## config.mk

```make
export PLATFORM = sky130hd
export DESIGN_NAME = max7219_frame_monitor
export DESIGN_NICKNAME = d
export VERILOG_FILES = /design/src/rtl/max7219_mon_pkg.sv /design/src/rtl/max7219_mon_sync.sv /design/src/rtl/max7219_frame_monitor.sv
export SDC_FILE = /design/constraint.sdc
export NUM_CORES = 1
export LEC_CHECK = 0
export CORE_ASPECT_RATIO = 0.75
export CORE_MARGIN = 1
export CORE_UTILIZATION = 25
export DETAILED_ROUTE_END_ITERATION = 7
export DONT_BUFFER_PORTS = 1
export HOLD_SLACK_MARGIN = 0.06
export SLEW_MARGIN = 5
export SYNTH_ARGS = -nofsm -noshare
export SYNTH_HDL_FRONTEND = slang
export SYNTH_SLANG_ARGS = --single-unit
```

## constraint.sdc

```tcl
create_clock -name clk -period 7.1 [get_ports clk]
set_clock_uncertainty 0.05 [all_clocks]
set_input_delay 1.42 -clock clk [delete_from_list [all_inputs] [get_ports clk]]
set_output_delay 1.42 -clock clk [all_outputs]
set_load 0.02 [all_outputs]
```

## src/rtl/max7219_mon_pkg.sv

```systemverilog
// Shared register map, word layout and FSM encoding for the MAX7219 bus monitor.
package max7219_mon_pkg;

   localparam int WORD_W = 16;

   localparam logic [3:0] ADDR_NOOP      = 4'h0;
   localparam logic [3:0] ADDR_DIGIT0    = 4'h1;
   localparam logic [3:0] ADDR_DIGIT1    = 4'h2;
   localparam logic [3:0] ADDR_DIGIT2    = 4'h3;
   localparam logic [3:0] ADDR_DIGIT3    = 4'h4;
   localparam logic [3:0] ADDR_DIGIT4    = 4'h5;
   localparam logic [3:0] ADDR_DIGIT5    = 4'h6;
   localparam logic [3:0] ADDR_DIGIT6    = 4'h7;
   localparam logic [3:0] ADDR_DIGIT7    = 4'h8;
   localparam logic [3:0] ADDR_DECODE    = 4'h9;
   localparam logic [3:0] ADDR_INTENSITY = 4'hA;
   localparam logic [3:0] ADDR_SCANLIMIT = 4'hB;
   localparam logic [3:0] ADDR_SHUTDOWN  = 4'hC;
   localparam logic [3:0] ADDR_TEST      = 4'hF;

   typedef enum logic [1:0] {
      ST_IDLE   = 2'd0,
      ST_SHIFT  = 2'd1,
      ST_COMMIT = 2'd2
   } mon_state_e;

   // Low 12 bits of a bus word; the top nibble is don't-care on the MAX7219.
   typedef struct packed {
      logic [3:0] addr;
      logic [7:0] data;
   } max_word_t;

endpackage

```

## src/rtl/max7219_mon_sync.sv

```systemverilog
// Synchronizes the asynchronous MAX7219 bus pins and derives cs/sclk edge strobes
// with din delayed to line up with the sclk rising strobe.
module max7219_mon_sync #(
   parameter int SYNC_STAGES = 2
) (
   input  logic clk,
   input  logic max_cs,
   input  logic max_sclk,
   input  logic max_din,
   output logic cs_o,
   output logic cs_fall_o,
   output logic cs_rise_o,
   output logic sclk_rise_o,
   output logic din_o
);

   logic [SYNC_STAGES-1:0] cs_sync_q, sclk_sync_q, din_sync_q;
   logic                   cs_edge_q, sclk_edge_q, din_edge_q;

   // NOTE: the synchronizers carry no reset so they keep tracking the bus through rst;
   // a reset in mid-frame therefore never fabricates a cs falling edge on release.
   always_ff @(posedge clk) begin
      cs_sync_q   <= {cs_sync_q[SYNC_STAGES-2:0], max_cs};
      sclk_sync_q <= {sclk_sync_q[SYNC_STAGES-2:0], max_sclk};
      din_sync_q  <= {din_sync_q[SYNC_STAGES-2:0], max_din};
      cs_edge_q   <= cs_sync_q[SYNC_STAGES-1];
      sclk_edge_q <= sclk_sync_q[SYNC_STAGES-1];
      din_edge_q  <= din_sync_q[SYNC_STAGES-1];
   end

   assign cs_o        = cs_sync_q[SYNC_STAGES-1];
   assign cs_fall_o   = cs_edge_q & ~cs_sync_q[SYNC_STAGES-1];
   assign cs_rise_o   = ~cs_edge_q & cs_sync_q[SYNC_STAGES-1];
   assign sclk_rise_o = ~sclk_edge_q & sclk_sync_q[SYNC_STAGES-1];
   assign din_o       = din_edge_q;

endmodule

```

## src/rtl/max7219_frame_monitor.sv

```systemverilog
// Passive MAX7219 cascade snooper with a shadow framebuffer and registered read port.
// Optional: define MAX7219_MON_SCAN_LIMIT_EN to blank rows beyond each device's scan limit.
module max7219_frame_monitor
   import max7219_mon_pkg::*;
#(
   parameter int NUM_DEVICES = 4,
   parameter int SYNC_STAGES = 2
) (
   input  logic                           clk,
   input  logic                           rst,
   input  logic                           max_cs,
   input  logic                           max_sclk,
   input  logic                           max_din,
   input  logic [$clog2(NUM_DEVICES)-1:0] rd_dev,
   input  logic [2:0]                     rd_row,
   output logic [7:0]                     rd_data,
   output logic [NUM_DEVICES-1:0]         disp_on,
   output logic [NUM_DEVICES-1:0]         disp_test,
   output logic                           frame_stb,
   output logic                           frame_err,
   output logic [15:0]                    frame_cnt
);

   localparam int FRAME_W = WORD_W * NUM_DEVICES;
   localparam int CNT_W   = $clog2(FRAME_W + 2);
   localparam int IDX_W   = (NUM_DEVICES > 1) ? $clog2(NUM_DEVICES) : 1;

   logic cs_lvl, cs_fall, cs_rise, sclk_rise, din_s;

   max7219_mon_sync #(.SYNC_STAGES(SYNC_STAGES)) u_sync (
      .clk        (clk),
      .max_cs     (max_cs),
      .max_sclk   (max_sclk),
      .max_din    (max_din),
      .cs_o       (cs_lvl),
      .cs_fall_o  (cs_fall),
      .cs_rise_o  (cs_rise),
      .sclk_rise_o(sclk_rise),
      .din_o      (din_s)
   );

   mon_state_e              state_q, state_d;
   logic [CNT_W-1:0]        bit_cnt_q;
   logic [FRAME_W-1:0]      shift_q, commit_q;
   logic [IDX_W-1:0]        dev_idx_q;
   logic [7:0]              fb_q [NUM_DEVICES][8];
   logic [7:0]              rd_data_q;
   logic [NUM_DEVICES-1:0]  disp_on_q, disp_test_q;
   logic                    frame_stb_q, frame_err_q;
   logic [15:0]             frame_cnt_q;
   logic                    commit_ld, len_err, ovr_err, last_dev, rd_hit;
   max_word_t               word;
`ifdef MAX7219_MON_SCAN_LIMIT_EN
   logic [2:0]              scan_limit_q [NUM_DEVICES];
`endif

   assign word = max_word_t'(commit_q[{dev_idx_q, 4'h0} +: $bits(max_word_t)]);

   always_comb begin
      state_d   = state_q;
      commit_ld = 1'b0;
      len_err   = 1'b0;
      ovr_err   = 1'b0;
      last_dev  = 1'b0;
      unique case (state_q)
         ST_IDLE: if (cs_fall) state_d = ST_SHIFT;
         ST_SHIFT: begin
            if (cs_rise) begin
               state_d = ST_IDLE;
               if (bit_cnt_q == CNT_W'(FRAME_W)) begin
                  commit_ld = 1'b1;
                  state_d   = ST_COMMIT;
               end else if (bit_cnt_q != '0) begin
                  len_err = 1'b1;
               end
            end
         end
         ST_COMMIT: begin
            // A frame closing while the previous one is still being decoded is lost.
            ovr_err = cs_rise;
            if (dev_idx_q == IDX_W'(NUM_DEVICES - 1)) begin
               last_dev = 1'b1;
               state_d  = cs_lvl ? ST_IDLE : ST_SHIFT;
            end
         end
         default: state_d = ST_IDLE;
      endcase
   end

   always_ff @(posedge clk) begin
      if (rst) state_q <= ST_IDLE;
      else     state_q <= state_d;
   end

   // Shift path runs independently of the FSM so a new frame can arrive during COMMIT.
   always_ff @(posedge clk) begin
      if (rst) begin
         bit_cnt_q <= '0;
      end else if (cs_fall) begin
         bit_cnt_q <= '0;
      end else if (sclk_rise && !cs_lvl && bit_cnt_q != CNT_W'(FRAME_W + 1)) begin
         bit_cnt_q <= bit_cnt_q + 1'b1;
      end
   end

   always_ff @(posedge clk) begin
      if (sclk_rise && !cs_lvl) shift_q <= {shift_q[FRAME_W-2:0], din_s};
      if (commit_ld)            commit_q <= shift_q;
   end

   always_ff @(posedge clk) begin
      if (rst) begin
         dev_idx_q   <= '0;
         disp_on_q   <= '0;
         disp_test_q <= '0;
         frame_stb_q <= 1'b0;
         frame_err_q <= 1'b0;
         frame_cnt_q <= '0;
         for (int d = 0; d < NUM_DEVICES; d++) begin
            for (int r = 0; r < 8; r++) fb_q[d][r] <= '0;
`ifdef MAX7219_MON_SCAN_LIMIT_EN
            scan_limit_q[d] <= 3'd7;
`endif
         end
      end else begin
         frame_stb_q <= last_dev;
         frame_err_q <= frame_err_q | len_err | ovr_err;
         if (last_dev) frame_cnt_q <= frame_cnt_q + 16'd1;
         dev_idx_q <= (state_q == ST_COMMIT && !last_dev) ? dev_idx_q + 1'b1 : '0;
         if (state_q == ST_COMMIT) begin
            case (word.addr)
               ADDR_DIGIT0, ADDR_DIGIT1, ADDR_DIGIT2, ADDR_DIGIT3,
               ADDR_DIGIT4, ADDR_DIGIT5, ADDR_DIGIT6, ADDR_DIGIT7:
                  fb_q[dev_idx_q][word.addr[2:0] - 3'd1] <= word.data;
               ADDR_SHUTDOWN: disp_on_q[dev_idx_q]   <= word.data[0];
               ADDR_TEST:     disp_test_q[dev_idx_q] <= word.data[0];
`ifdef MAX7219_MON_SCAN_LIMIT_EN
               ADDR_SCANLIMIT: scan_limit_q[dev_idx_q] <= word.data[2:0];
`else
               ADDR_SCANLIMIT: ;
`endif
               ADDR_NOOP, ADDR_DECODE, ADDR_INTENSITY: ;
               default: ;
            endcase
         end
      end
   end

   always_comb begin
      rd_hit = 1'b0;
      if (int'(rd_dev) < NUM_DEVICES) begin
         rd_hit = 1'b1;
`ifdef MAX7219_MON_SCAN_LIMIT_EN
         if (rd_row > scan_limit_q[rd_dev]) rd_hit = 1'b0;
`endif
      end
   end

   always_ff @(posedge clk) begin
      if (rst)         rd_data_q <= '0;
      else if (rd_hit) rd_data_q <= fb_q[rd_dev][rd_row];
      else             rd_data_q <= '0;
   end

   assign rd_data   = rd_data_q;
   assign disp_on   = disp_on_q;
   assign disp_test = disp_test_q;
   assign frame_stb = frame_stb_q;
   assign frame_err = frame_err_q;
   assign frame_cnt = frame_cnt_q;

endmodule

```

==> results.sh <==
export IMPL_setup_worst_path_start="dev_idx_q[1]"
export IMPL_netlist_instances=1209
export IMPL_ctsHoldBuffers=0
export IMPL_r2r_end="fb_q[3][9]"
export IMPL_powerDensity_nw_per_um2=256
export IMPL_place_detailed_hpwl_mm=33.6
export IMPL_final_nets=1181
export IMPL_crit_required_ns=7.22
export IMPL_syn_area_um2=17700
export IMPL_setup_violations=0
export IMPL_postCtsSetupRepairBufs=0
export IMPL_tightest_slew_ns=1.22
export IMPL_drt_iter0_markers=1862
export IMPL_worstPathArrival_ns=5.14
export IMPL_ys_seq_area_frac=0.677
export IMPL_grt_usage=0.133
export IMPL_grt_overflow_total=0
export IMPL_synth_seq_cells=418
export IMPL_n_fill_cell=7047
export IMPL_die_area_um2=72000
export IMPL_regToRegStartpoint="dev_idx_q[1]"
export IMPL_crit_chain="mux4_2, inv_1, ha_1, xor2_1, nand2_2, buf_4, o31ai_1"
export IMPL_rsz0062_at_grt="false"
export IMPL_synth_edf_count=364
export IMPL_cts_buffers_inserted=39
export IMPL_wire_per_inst_um=22.7
export IMPL_tns_ns=0
export IMPL_antenna_found_initial=1
export IMPL_cts_tree="yes"
export IMPL_hold_depth=0
export IMPL_grt_pass1_wl_mm=69.0
export IMPL_cts_root_buf="clkbuf_16"
export IMPL_first_pass_iters=6
export IMPL_final_layout_size_suffix_gt1_frac=0.139
export IMPL_cp_start_kind="register"
export IMPL_cpPeakStageDelay_ns=0.93
export IMPL_rr_worst_depth=7
export IMPL_rows=84
export IMPL_vias=10700
export IMPL_clkTransAtPathRegs_ns=0.07
export IMPL_clock_sinks=418
export IMPL_wirelength_mm=48.5
export IMPL_peakVddDrop_mv=0.139
export IMPL_worstHoldStart="u_sync.din_sync_q[1]"
export IMPL_io_pins=44
export IMPL_syn_avg_cell_area_um2=14.7
export IMPL_status="finished clean"
export IMPL_ys_async_sr_fraction=0
export IMPL_utilization=0.284
export IMPL_fp_dieH_um=233
export IMPL_min_period_ns=5.03
export IMPL_hold_viol=0
export IMPL_h_tree_depth=2
export IMPL_die_x_um=310
export IMPL_cap_viol_max_count=0
export IMPL_grt_pass1_vias=10000
export IMPL_crit_slowest_cell="o31ai_1"
export IMPL_hp_class="reg -> reg"
export IMPL_rrSetupSlack_ns=2.07
export IMPL_clockBufferDepth=3
export IMPL_synth_nets=1231
export IMPL_start_util=0.253
export IMPL_leakage_uw=0.00617
export IMPL_vias_per_cell=5.02
export IMPL_max_slew_margin=0.179
export IMPL_area_growth_pct=12.2
export IMPL_portBuffers=0
export IMPL_fin_crit_sh=0.708
export IMPL_crit_type="reg -> reg"
export IMPL_grt_max_degree=109
export IMPL_ant_nets=0
export IMPL_routabilityCongestion=0.924
export IMPL_crit_fanout=44
export IMPL_drv_slew=0
export IMPL_clock_latency_ns=0.55
export IMPL_synth_cell_type_count=50
export IMPL_end_kind="register"
export IMPL_diodes=0
export IMPL_synth_flop_cell="edfxtp_1"
export IMPL_fmax_ghz=0.199
export IMPL_holdPathEnd="u_sync.din_o"
export IMPL_ys_warn_count=0
export IMPL_core_um2=70100
export IMPL_multi_input_area_um2=5230
export IMPL_regArea_um2=12000
export IMPL_cts_resized=0
export IMPL_route_detailed_drc=0
[power breakdown]
group          total (uW)  switching (uW)  leakage, uW  internal [uW]
Combinational         150            79.9      0.00146           69.6
Sequential           2760            38.3      0.00406           2730
Clock                2190             940     0.000642           1250
Total                5110            1060      0.00617           4050
[cell usage after synthesis, drive strengths merged, types with 12 or more instances]
library cell	instances	area, um^2
edfxtp	364	10900
nor3	262	1320
nand2	95	357
mux4	77	1730
buf	57	305
dfxtp	54	1080
clkbuf	49	184
o31ai	35	283
mux2i	30	300
nand3	23	115
nor2	21	78.8
a21oi	18	93.8
ha	12	150
[metrics by stage]
stage / setup slack, ns / area (um^2) / std cells / hold WS, ns / power [uW]
after floorplan: 0.643 / 17700 / 1209 / 0.260 / 2930
after global placement: 2.49 / 18600 / 2064 / 0.266 / 2960
after detailed placement: 2.18 / 18600 / 2064 / 0.262 / 2960
after CTS: 2.18 / 19900 / 2136 / 0.278 / 5130
after global routing: 1.76 / 19900 / 2136 / 0.279 / 5240
final: 2.07 / 19900 / 2136 / 0.278 / 5110
[cell families (layout without fill, tap and decap cells)]
| logic type | after synthesis | after routing | share of synthesized area |
|---|---|---|---|
| DFF | 418 | 418 | 0.677 |
| AOI/OAI and AO/OA | 84 | 84 | 0.0334 |
| muxes | 110 | 110 | 0.117 |
| buffers and inverters | 117 | 98 | 0.0299 |
| xor gates and xnor gates | 17 | 17 | 0.00839 |
| adders and majority gates | 13 | 13 | 0.00903 |
| and+or+nand+nor | 450 | 450 | 0.126 |
[layout make-up]
type                    instances  share of cell area
clock buffers                  57              0.0566
inverters                      11             0.00207
clock inverters                15             0.00930
flip-flops and latches        418               0.603
well taps                     946              0.0594
multi-input cells             674               0.262
repair buffers                 15             0.00691
[critical path: cells and delay by family (launching register included)]
family                     cells  cell delay, ns
xor gates and xnor gates       1            0.63
DFF                            1            0.78
muxes                          1            0.57
buffers and inverters          2            0.65
adders and majority gates      1            0.36
AOI/OAI and AO/OA              1            0.93
and+or+nand+nor                1            0.67
[how the worst max path moves through the flow]
stage	end	slack (ns)	depth (start not counted)
6_report	fb_q[3][9]	2.07	7
5_1_grt	fb_q[2][27]	1.76	7
4_1_cts	fb_q[3][14]	2.18	7
3_5_place_dp	fb_q[2][30]	2.18	7
3_3_place_gp	fb_q[3][8]	2.49	7
2_1_floorplan	bit_cnt_q[0]	0.64	4
[sequential cells by signal, summed over array words and instances (netlist names), 2 cells and up]
register and cells:
dev_idx_q 2, u_sync.cs_sync_q 2, disp_on 4, state_q 2, u_sync.sclk_sync_q 2, frame_cnt 16
disp_test 4, rd_data 8, u_sync.din_sync_q 2, commit_q 48, shift_q 60, fb_q 256
bit_cnt_q 7
[cell usage in the layout, fill, tap and decap left out, types with 12 or more instances in the layout]
cell type	synthesis	final
nor2_1	21	20
ha_1	12	12
dfxtp_1	54	54
a21oi_1	17	17
clkbuf_16	0	41
buf_4	5	13
o31ai_1	31	31
mux2i_1	30	30
nor3_1	261	261
mux4_2	77	77
nand3_1	23	23
edfxtp_1	364	364
clkbuf_1	49	12
nand2_1	95	93
[layer usage]
layer / GRT usage / part of all wire
met2: 0.177 / 0.40
met3: 0.0487 / 0.15
met1: 0.201 / 0.43
met5: 0 / 0.00027
met4: 0.0263 / 0.018
Note: power is estimated with default switching activity, not from simulation.
